`config.mk`:
```
export PLATFORM = sky130hd
export DESIGN_NAME = imem_sync
export DESIGN_NICKNAME = d
export VERILOG_FILES = /design/src/rtl/imem_sync.sv
export SDC_FILE = /design/constraint.sdc
export NUM_CORES = 2
export LEC_CHECK = 0
export BUFFER_PORTS_ARGS = -buffer_cell sky130_fd_sc_hd__buf_2
export CAP_MARGIN = 5
export CORE_MARGIN = 4
export CORE_UTILIZATION = 25
export DETAILED_ROUTE_END_ITERATION = 8
export PLACE_DENSITY = 0.47
export SLEW_MARGIN = 10
export SYNTH_ARGS = -nofsm -noshare
export SYNTH_HDL_FRONTEND = slang
export SYNTH_SLANG_ARGS = --single-unit
```
`constraint.sdc`:
```
create_clock -name clk -period 4.35 [get_ports clk]
set_input_delay 0.2175 -clock clk [delete_from_list [all_inputs] [get_ports clk]]
set_output_delay 0.2175 -clock clk [all_outputs]
set_load 0.005 [all_outputs]
```
`src/rtl/imem_sync.sv`:
```
//==============================================================================
// Module   : imem_sync
// Brief    : Synchronous instruction memory with a valid/ready fetch port
//            (one-cycle registered read, fault reporting) and a sequential
//            program-load port that streams words in at one per cycle.
// Revision : 1.0 - initial release
//==============================================================================
`default_nettype none

module imem_sync #(
    parameter int                DATA_W   = 32,
    parameter int                DEPTH    = 64,
    parameter int                ADDR_W   = 8,
    parameter logic [DATA_W-1:0] NOP_WORD = DATA_W'(32'h0000_0013)
) (
    input  logic              clk,
    input  logic              rst_n,
    // fetch port
    input  logic              fetch_req,
    input  logic [ADDR_W-1:0] fetch_addr,
    output logic              fetch_ready,
    output logic              fetch_valid,
    output logic [DATA_W-1:0] fetch_data,
    output logic              fetch_fault,
    // load port
    input  logic              load_start,
    input  logic              load_valid,
    input  logic [DATA_W-1:0] load_data,
    input  logic              load_last,
    output logic              load_ready,
    output logic              load_done
);

    // Byte-offset bits inside one word, and the width of a word index.
    localparam int c_byte_sh = $clog2(DATA_W / 8);
    localparam int c_idx_w   = (DEPTH > 1) ? $clog2(DEPTH) : 1;
    localparam logic [c_idx_w-1:0] c_last_idx = c_idx_w'(DEPTH - 1);

    typedef enum logic [0:0] {
        ST_RUN  = 1'b0,
        ST_LOAD = 1'b1
    } state_t;

    state_t               r_state;
    logic [c_idx_w-1:0]   r_ptr;
    logic [DATA_W-1:0]    r_mem [DEPTH];

    logic [31:0]          w_word_idx;
    logic [c_idx_w-1:0]   w_idx;
    logic                 w_misalign;
    logic                 w_oob;
    logic                 w_fault;
    logic                 w_fetch_acc;
    logic                 w_load_acc;
    logic                 w_load_term;

    // Word index is kept 32 bits wide so the range test also catches
    // addresses whose index does not fit in the array index width.
    assign w_word_idx = 32'(fetch_addr) >> c_byte_sh;
    assign w_idx      = w_word_idx[c_idx_w-1:0];
    assign w_oob      = (w_word_idx >= 32'(DEPTH));

    // Byte-wide words have no offset bits, so nothing can be misaligned.
    generate
        if (c_byte_sh == 0) begin : g_no_offset
            assign w_misalign = 1'b0;
        end else begin : g_offset_chk
            assign w_misalign = |fetch_addr[c_byte_sh-1:0];
        end
    endgenerate

    assign w_fault     = w_misalign | w_oob;

    // load_start wins over a same-cycle fetch so the mode switch is clean.
    assign fetch_ready = (r_state == ST_RUN) && !load_start;
    assign load_ready  = (r_state == ST_LOAD);

    assign w_fetch_acc = fetch_req && fetch_ready;
    assign w_load_acc  = load_valid && load_ready;
    // The last array slot always ends a load, so the pointer never wraps.
    assign w_load_term = w_load_acc && (load_last || (r_ptr == c_last_idx));

    // Program storage write; deliberately not reset so contents survive rst_n.
    always_ff @(posedge clk) begin
        if (w_load_acc) begin
            r_mem[r_ptr] <= load_data;
        end
    end

    // Mode FSM, load pointer and registered fetch/load status outputs.
    always_ff @(posedge clk or negedge rst_n) begin
        if (!rst_n) begin
            r_state     <= ST_RUN;
            r_ptr       <= '0;
            fetch_valid <= 1'b0;
            fetch_fault <= 1'b0;
            fetch_data  <= '0;
            load_done   <= 1'b0;
        end else begin
            fetch_valid <= w_fetch_acc;
            fetch_fault <= w_fetch_acc && w_fault;
            if (w_fetch_acc) begin
                fetch_data <= w_fault ? NOP_WORD : r_mem[w_idx];
            end
            load_done <= w_load_term;

            case (r_state)
                ST_RUN: begin
                    if (load_start) begin
                        r_state <= ST_LOAD;
                        r_ptr   <= '0;
                    end
                end
                ST_LOAD: begin
                    if (w_load_term) begin
                        r_state <= ST_RUN;
                    end else if (w_load_acc) begin
                        r_ptr <= r_ptr + 1'b1;
                    end
                end
                default: begin
                    r_state <= ST_RUN;
                end
            endcase
        end
    end

endmodule

`default_nettype wire

```
== After elaboration in Yosys (flattened, before gate mapping) ==
Memory sizes are Yosys's and may differ from the RTL's.
Index checks and enable logic that the tools add are counted.

* $add $sub $neg: 1
* Order comparisons: 1
* Eq/ne operators: 4
* Mux-type cells: 10
* Bitwise operators: 2
* Reductions and logical operators: 9

{| class="wikitable"
|+ Operators by type and width
! operator !! count
|-
| 32-bit two-way mux || 1
|-
| 6-bit two-way mux || 3
|-
| 6-bit one-hot mux with 2 select lines || 1
|-
| 6-bit by 7-bit >= comparator with 1-bit output (second input constant) || 1
|-
| 6-bit by 1-bit adder with 6-bit output (second input constant) || 1
|-
| 6-bit equality test (second input constant) || 1
|-
| 1-bit logical AND || 5
|-
| 1-bit two-way mux || 4
|-
| 2-bit inequality test (second input constant) || 2
|-
| 3-bit AND reduction || 1
|-
| 2-bit by 1-bit inequality test with 1-bit output (second input constant) || 1
|-
| 1-bit one-hot mux with 2 select lines || 1
|-
| 2-bit OR reduction || 1
|-
| 1-bit logical NOT || 1
|-
| 1-bit logical OR || 1
|-
| 1-bit inverter || 1
|-
| 1-bit bitwise OR || 1
|}

* Register bits after elaboration: 42
* Memory bits (writable): 2048
* Output and inout port bits: 37
* Word-level logic and storage cells: 34
* Memories: 1

{| class="wikitable"
|+ Memory list
! name !! words !! bits a word !! read ports !! clocked after memory_dff !! wr ports !! line !! RTL
|-
| r_mem || 64 || 32 || 1 || 0 || 1 || 46 || <nowiki>logic [DATA_W-1:0] r_mem [DEPTH];</nowiki>
|}

== Logic depth before layout (Yosys ltp) ==
* Word-level depth: 5
* Mapped depth: 10

== Worst setup path before layout ==
No wires, ideal clock.

* Path kind: reg-to-reg
* From: register r_ptr[5]
* To: memory r_mem[50][0] (enable)
* Setup time: 0.461 ns
* Arrival time: 3.385 ns
* Path slack: 0.504 ns
* Cell stages (with the launch flop): 6
* Clock period less this slack: 3.846 ns
* Cells stage by stage: dfrtp_1 clkbuf_1 nor2b_1 nand4_1 or2_2 nor3_1

{| class="wikitable"
|+ RTL lines
! item !! line !! RTL
|-
| start, declared || 45 || <nowiki>logic [c_idx_w-1:0] r_ptr;</nowiki>
|-
| start signal, assigned || 118 || <nowiki>r_ptr <= r_ptr + 1'b1;</nowiki>
|-
| end, declared || 46 ||
|}

Straight into the memory's write port.

== Worst setup path after layout ==
* From: register r_state, in the netlist load_ready
* To: register fetch_data[12]

* Cells in the longest elaborated chain, start to end: 3

{| class="wikitable"
|+ Ends and longest elaborated chain
! item !! line !! RTL
|-
| start, declared || 44 || <nowiki>state_t r_state;</nowiki>
|-
| start signal, assigned || 93 || <nowiki>r_state <= ST_RUN;</nowiki>
|-
| start signal, assigned || 110 || <nowiki>r_state <= ST_LOAD;</nowiki>
|-
| start signal, assigned || 116 || <nowiki>r_state <= ST_RUN;</nowiki>
|-
| 1-bit inverter || - ||
|-
| 1-bit logical AND || 75 || <nowiki>assign fetch_ready = (r_state == ST_RUN) && !load_start;</nowiki>
|-
| 1-bit logical AND || 78 || <nowiki>assign w_fetch_acc = fetch_req && fetch_ready;</nowiki>
|-
| via w_fetch_acc || 53 || <nowiki>logic w_fetch_acc;</nowiki>
|-
| end signal, assigned || 103 || <nowiki>fetch_data <= w_fault ? NOP_WORD : r_mem[w_idx];</nowiki>
|-
| end, declared || 23 || <nowiki>output logic [DATA_W-1:0] fetch_data,</nowiki>
|}

The timed path passes the listed nets, and every way through them passes these cells.
A chain may end at the register's enable or synchronous reset.

==> impl_metrics.sql <==
INSERT INTO impl_metrics (metric_group, metric, value, unit) VALUES
('synthesis', 'syn-num-nets', '3569', ''),
('sta', 'max_freq', '0.294', 'GHz'),
('synthesis', 'synth_largest_area_cell', 'edfxtp_1', ''),
('clock_network', 'clk_pin_slew', '0.06', 'ns'),
('sta', 'slew-limit-headroom', '0.197', ''),
('worst_setup_path', 'crit_fanout', '21', ''),
('worst_setup_path', 'worstSetupEndpointType', 'flip-flop', ''),
('placed_design', 'placed_cell_area', '87100', 'sq um'),
('clock_network', 'ctsRootBufferMaster', 'clkbuf_16', ''),
('sta', 'final.period_utilization', '0.781', ''),
('floorplanning', 'area_enclosed_by_the_die_boundary', '329000', 'sq um'),
('power_and_ir_drop', 'power_density', '456', 'nW/um^2'),
('global_routing', 'maximum_number_of_pins_on_one_net_before_global_route_repair', '65', ''),
('cells_and_area', 'fraction_of_layout_cells_with_a_size_suffix_above_1', '0.303', ''),
('synthesis', 'synth_register_bits', '2090', ''),
('floorplanning', 'die_height', '574', 'microns'),
('cells_and_area', 'finalNetCount', '3912', ''),
('placed_design', 'routabilityCongestion', '0.777', ''),
('run_status', 'run_status', 'complete, no violations', ''),
('synthesis', 'post-synth-top-count-cell', 'edfxtp_1', ''),
('synthesis', 'yosys.area.top_type_share', '0.769', ''),
('clock_network', 'cts-root-to-sink-buffers', '3', ''),
('placed_design', 'dp_hpwl', '144000', 'microns'),
('sta', 'fin_tns_setup', '0', 'ns'),
('global_routing', 'global_route.overflow_total', '0', ''),
('worst_hold_path', 'hp-class', 'primary input to flip-flop', ''),
('sta', 'final-hold-violation-count', '0', ''),
('global_routing', 'grt_pass1_wl', '328000', 'microns'),
('cells_and_area', 'post-route-cell-area', '94400', 'sq um'),
('global_routing', 'grt_antenna_before_repair', '27', ''),
('synthesis', 'post_synth.cell_area_avg', '22.7', 'sq um'),
('detailed_routing', 'dr.first_iter.drc_count', '4214', ''),
('global_routing', 'vias_in_the_first_global_route', '39451', ''),
('clock_network', 'clock_sinks', '2090', ''),
('power_and_ir_drop', 'standby_leakage_power', '0.0290', 'uW'),
('clock_network', 'cts_hold_buf', '25', ''),
('cells_and_area', 'fillers', '30775', ''),
('floorplanning', 'floorplan.io_pins', '83', ''),
('clock_network', 'cts_inserted_buffers', '218', ''),
('synthesis', 'synthesis.yosys.warnings', '0', ''),
('clock_network', 'cts.repair_timing.setup_buffer_count', '0', ''),
('floorplanning', 'die_w', '574', 'microns'),
('sta', 'timing_worst_slew_pin_value', '1.20', 'ns'),
('detailed_routing', 'detail_route.wl_per_cell', '28.7', 'microns'),
('worst_setup_path', 'critical_path.startpoint_type', 'flip-flop', ''),
('sta', 'finalClockSkew', '0.0680', 'ns'),
('worst_setup_path', 'regToRegStartpoint', 'load_ready', ''),
('synthesis', 'syn_inst', '3522', ''),
('synthesis', 'netlist_area', '80000', 'sq um'),
('clock_network', 'cts_tree', 'done', ''),
('cells_and_area', 'finalCoreUtilization', '0.296', ''),
('detailed_routing', 'post-route-drc-count', '0', ''),
('floorplanning', 'coreArea', '318000', 'sq um'),
('sta', 'finalSetupViolCount', '0', ''),
('synthesis', 'synth_ff_type', 'edfxtp_1', ''),
('detailed_routing', 'via_per_inst', '4.68', ''),
('detailed_routing', 'route.vias.total', '38564', ''),
('sta', 'rsz0062_at_grt', 'no', ''),
('power_and_ir_drop', 'total_power', '43100', 'uW'),
('synthesis', 'synth_async_sr_flop_share', '0.0201', ''),
('synthesis', 'synth.cells.most_frequent', '2048 x edfxtp_1, 522 x mux4_2, 136 x nor2_1', ''),
('sta', 'layout_min_cycle_time', '3.40', 'ns'),
('placed_design', 'port-buffer-count', '82', ''),
('detailed_routing', 'antenna_left', '0', ''),
('floorplanning', 'initial_utilization', '0.251', ''),
('synthesis', 'synth_enable_flop_cells', '2048', ''),
('cells_and_area', 'areaGrowthSynthToFinish', '18.0', '%'),
('worst_setup_path', 'worstPathArrival', '4.16', 'ns'),
('detailed_routing', 'postRouteWirelength', '237000', 'microns'),
('detailed_routing', 'drtPass1Iterations', '5', ''),
('worst_setup_path', 'critical_path.startpoint', 'load_ready', '');
## worst max-delay path, cell delays in order, from the launching register on
cell	delay (ns)
dfrtp_1	0.52
or3b_2	0.89
inv_2	0.30
o2111ai_1	0.20
a221oi_1	0.81
a21oi_1	0.36
o21ai_0	0.24
## report_power, final
group | internal [uW] | switching, uW | total, uW | leakage [uW]
Combinational | 808 | 1480 | 2290 | 0.00666
Sequential | 22300 | 162 | 22500 | 0.0190
Clock | 10400 | 7920 | 18300 | 0.00340
## stage by stage
stage / setup slack [ns] / cells / hold slack, ns
after floorplan: 0.504 / 3522 / -0.0781
after global placement: 0.780 / 7800 / 0.185
after detailed placement: 0.786 / 7800 / 0.191
after CTS: 1.08 / 8229 / 0.00809
after global routing: 0.916 / 8231 / 0.0253
final: 0.953 / 8239 / 0.0301
## worst paths after layout
check | end | depth (start not counted)
max | fetch_data[12] | 6
max reg2reg | fetch_data[12] | 6
min reg2reg | fetch_data[15] | 2
max in group asynchronous | fetch_data[8] | 4
min in group asynchronous | load_done | 4
min | r_mem[62][22] | 2
## cells by family after synthesis
family / synth area share
buffers and inverters: 0.0139
DFF: 0.782
AOI/OAI and AO/OA: 0.0198
adders and majority gates: 0.000156
xor gates and xnor gates: 0.000329
and+or+nand+nor: 0.0199
muxes: 0.164
## registers in the layout (all words and copies together) (netlist names)
name         cells
fetch_fault      1
r_ptr            6
fetch_valid      1
r_mem         2048
load_ready       1
fetch_data      32
load_done        1
## cell usage in the layout (no fill, tap or decap), drive strengths merged, types with 5 or more instances in the layout
master,n
nand3,42
o221ai,20
nor2,136
o22ai,24
nor3,11
o211ai,10
mux4,522
a31oi,8
o32ai,5
a211oi,25
a22oi,30
a21oi,38
dfrtp,42
bufinv,17
inv,12
buf,295
dlygate4sd3,24
clkinv,101
nand2b,12
a211o,5
diode,10
nand4,7
mux2i,93
edfxtp,2048
o21ai,26
mux2,35
nor4,6
a32oi,7
a221oi,8
nand2,95
nor2b,15
clkbuf,275
## per-layer routing
| metal | share of wire | global-route usage | wire (microns) | vias up |
|---|---|---|---|---|
| met1 | 0.44 | 0.197 | 104000 | 21409 |
| met4 | 0.018 | 0.0293 | 4220 | 2 |
| met2 | 0.48 | 0.228 | 114000 | 1201 |
| met3 | 0.061 | 0.0257 | 14400 | 278 |
| met5 | 0.000055 | 0 | 13 | - |
| li1 | - | - | - | 15674 |
## final cells by class
class | instances | area, sq um | share of cell area
timing repair buffer | 319 | 2780 | 0.0295
inverter | 4 | 15.0 | 0.000159
tap | 4180 | 5230 | 0.0554
clock inverter | 129 | 1240 | 0.0131
clock buffer | 275 | 5740 | 0.0609
multi-input combinational | 1232 | 16800 | 0.178
antenna | 10 | 25.0 | 0.000265
sequential | 2090 | 62600 | 0.663
No activity file was read; power rests on OpenSTA's default activity.
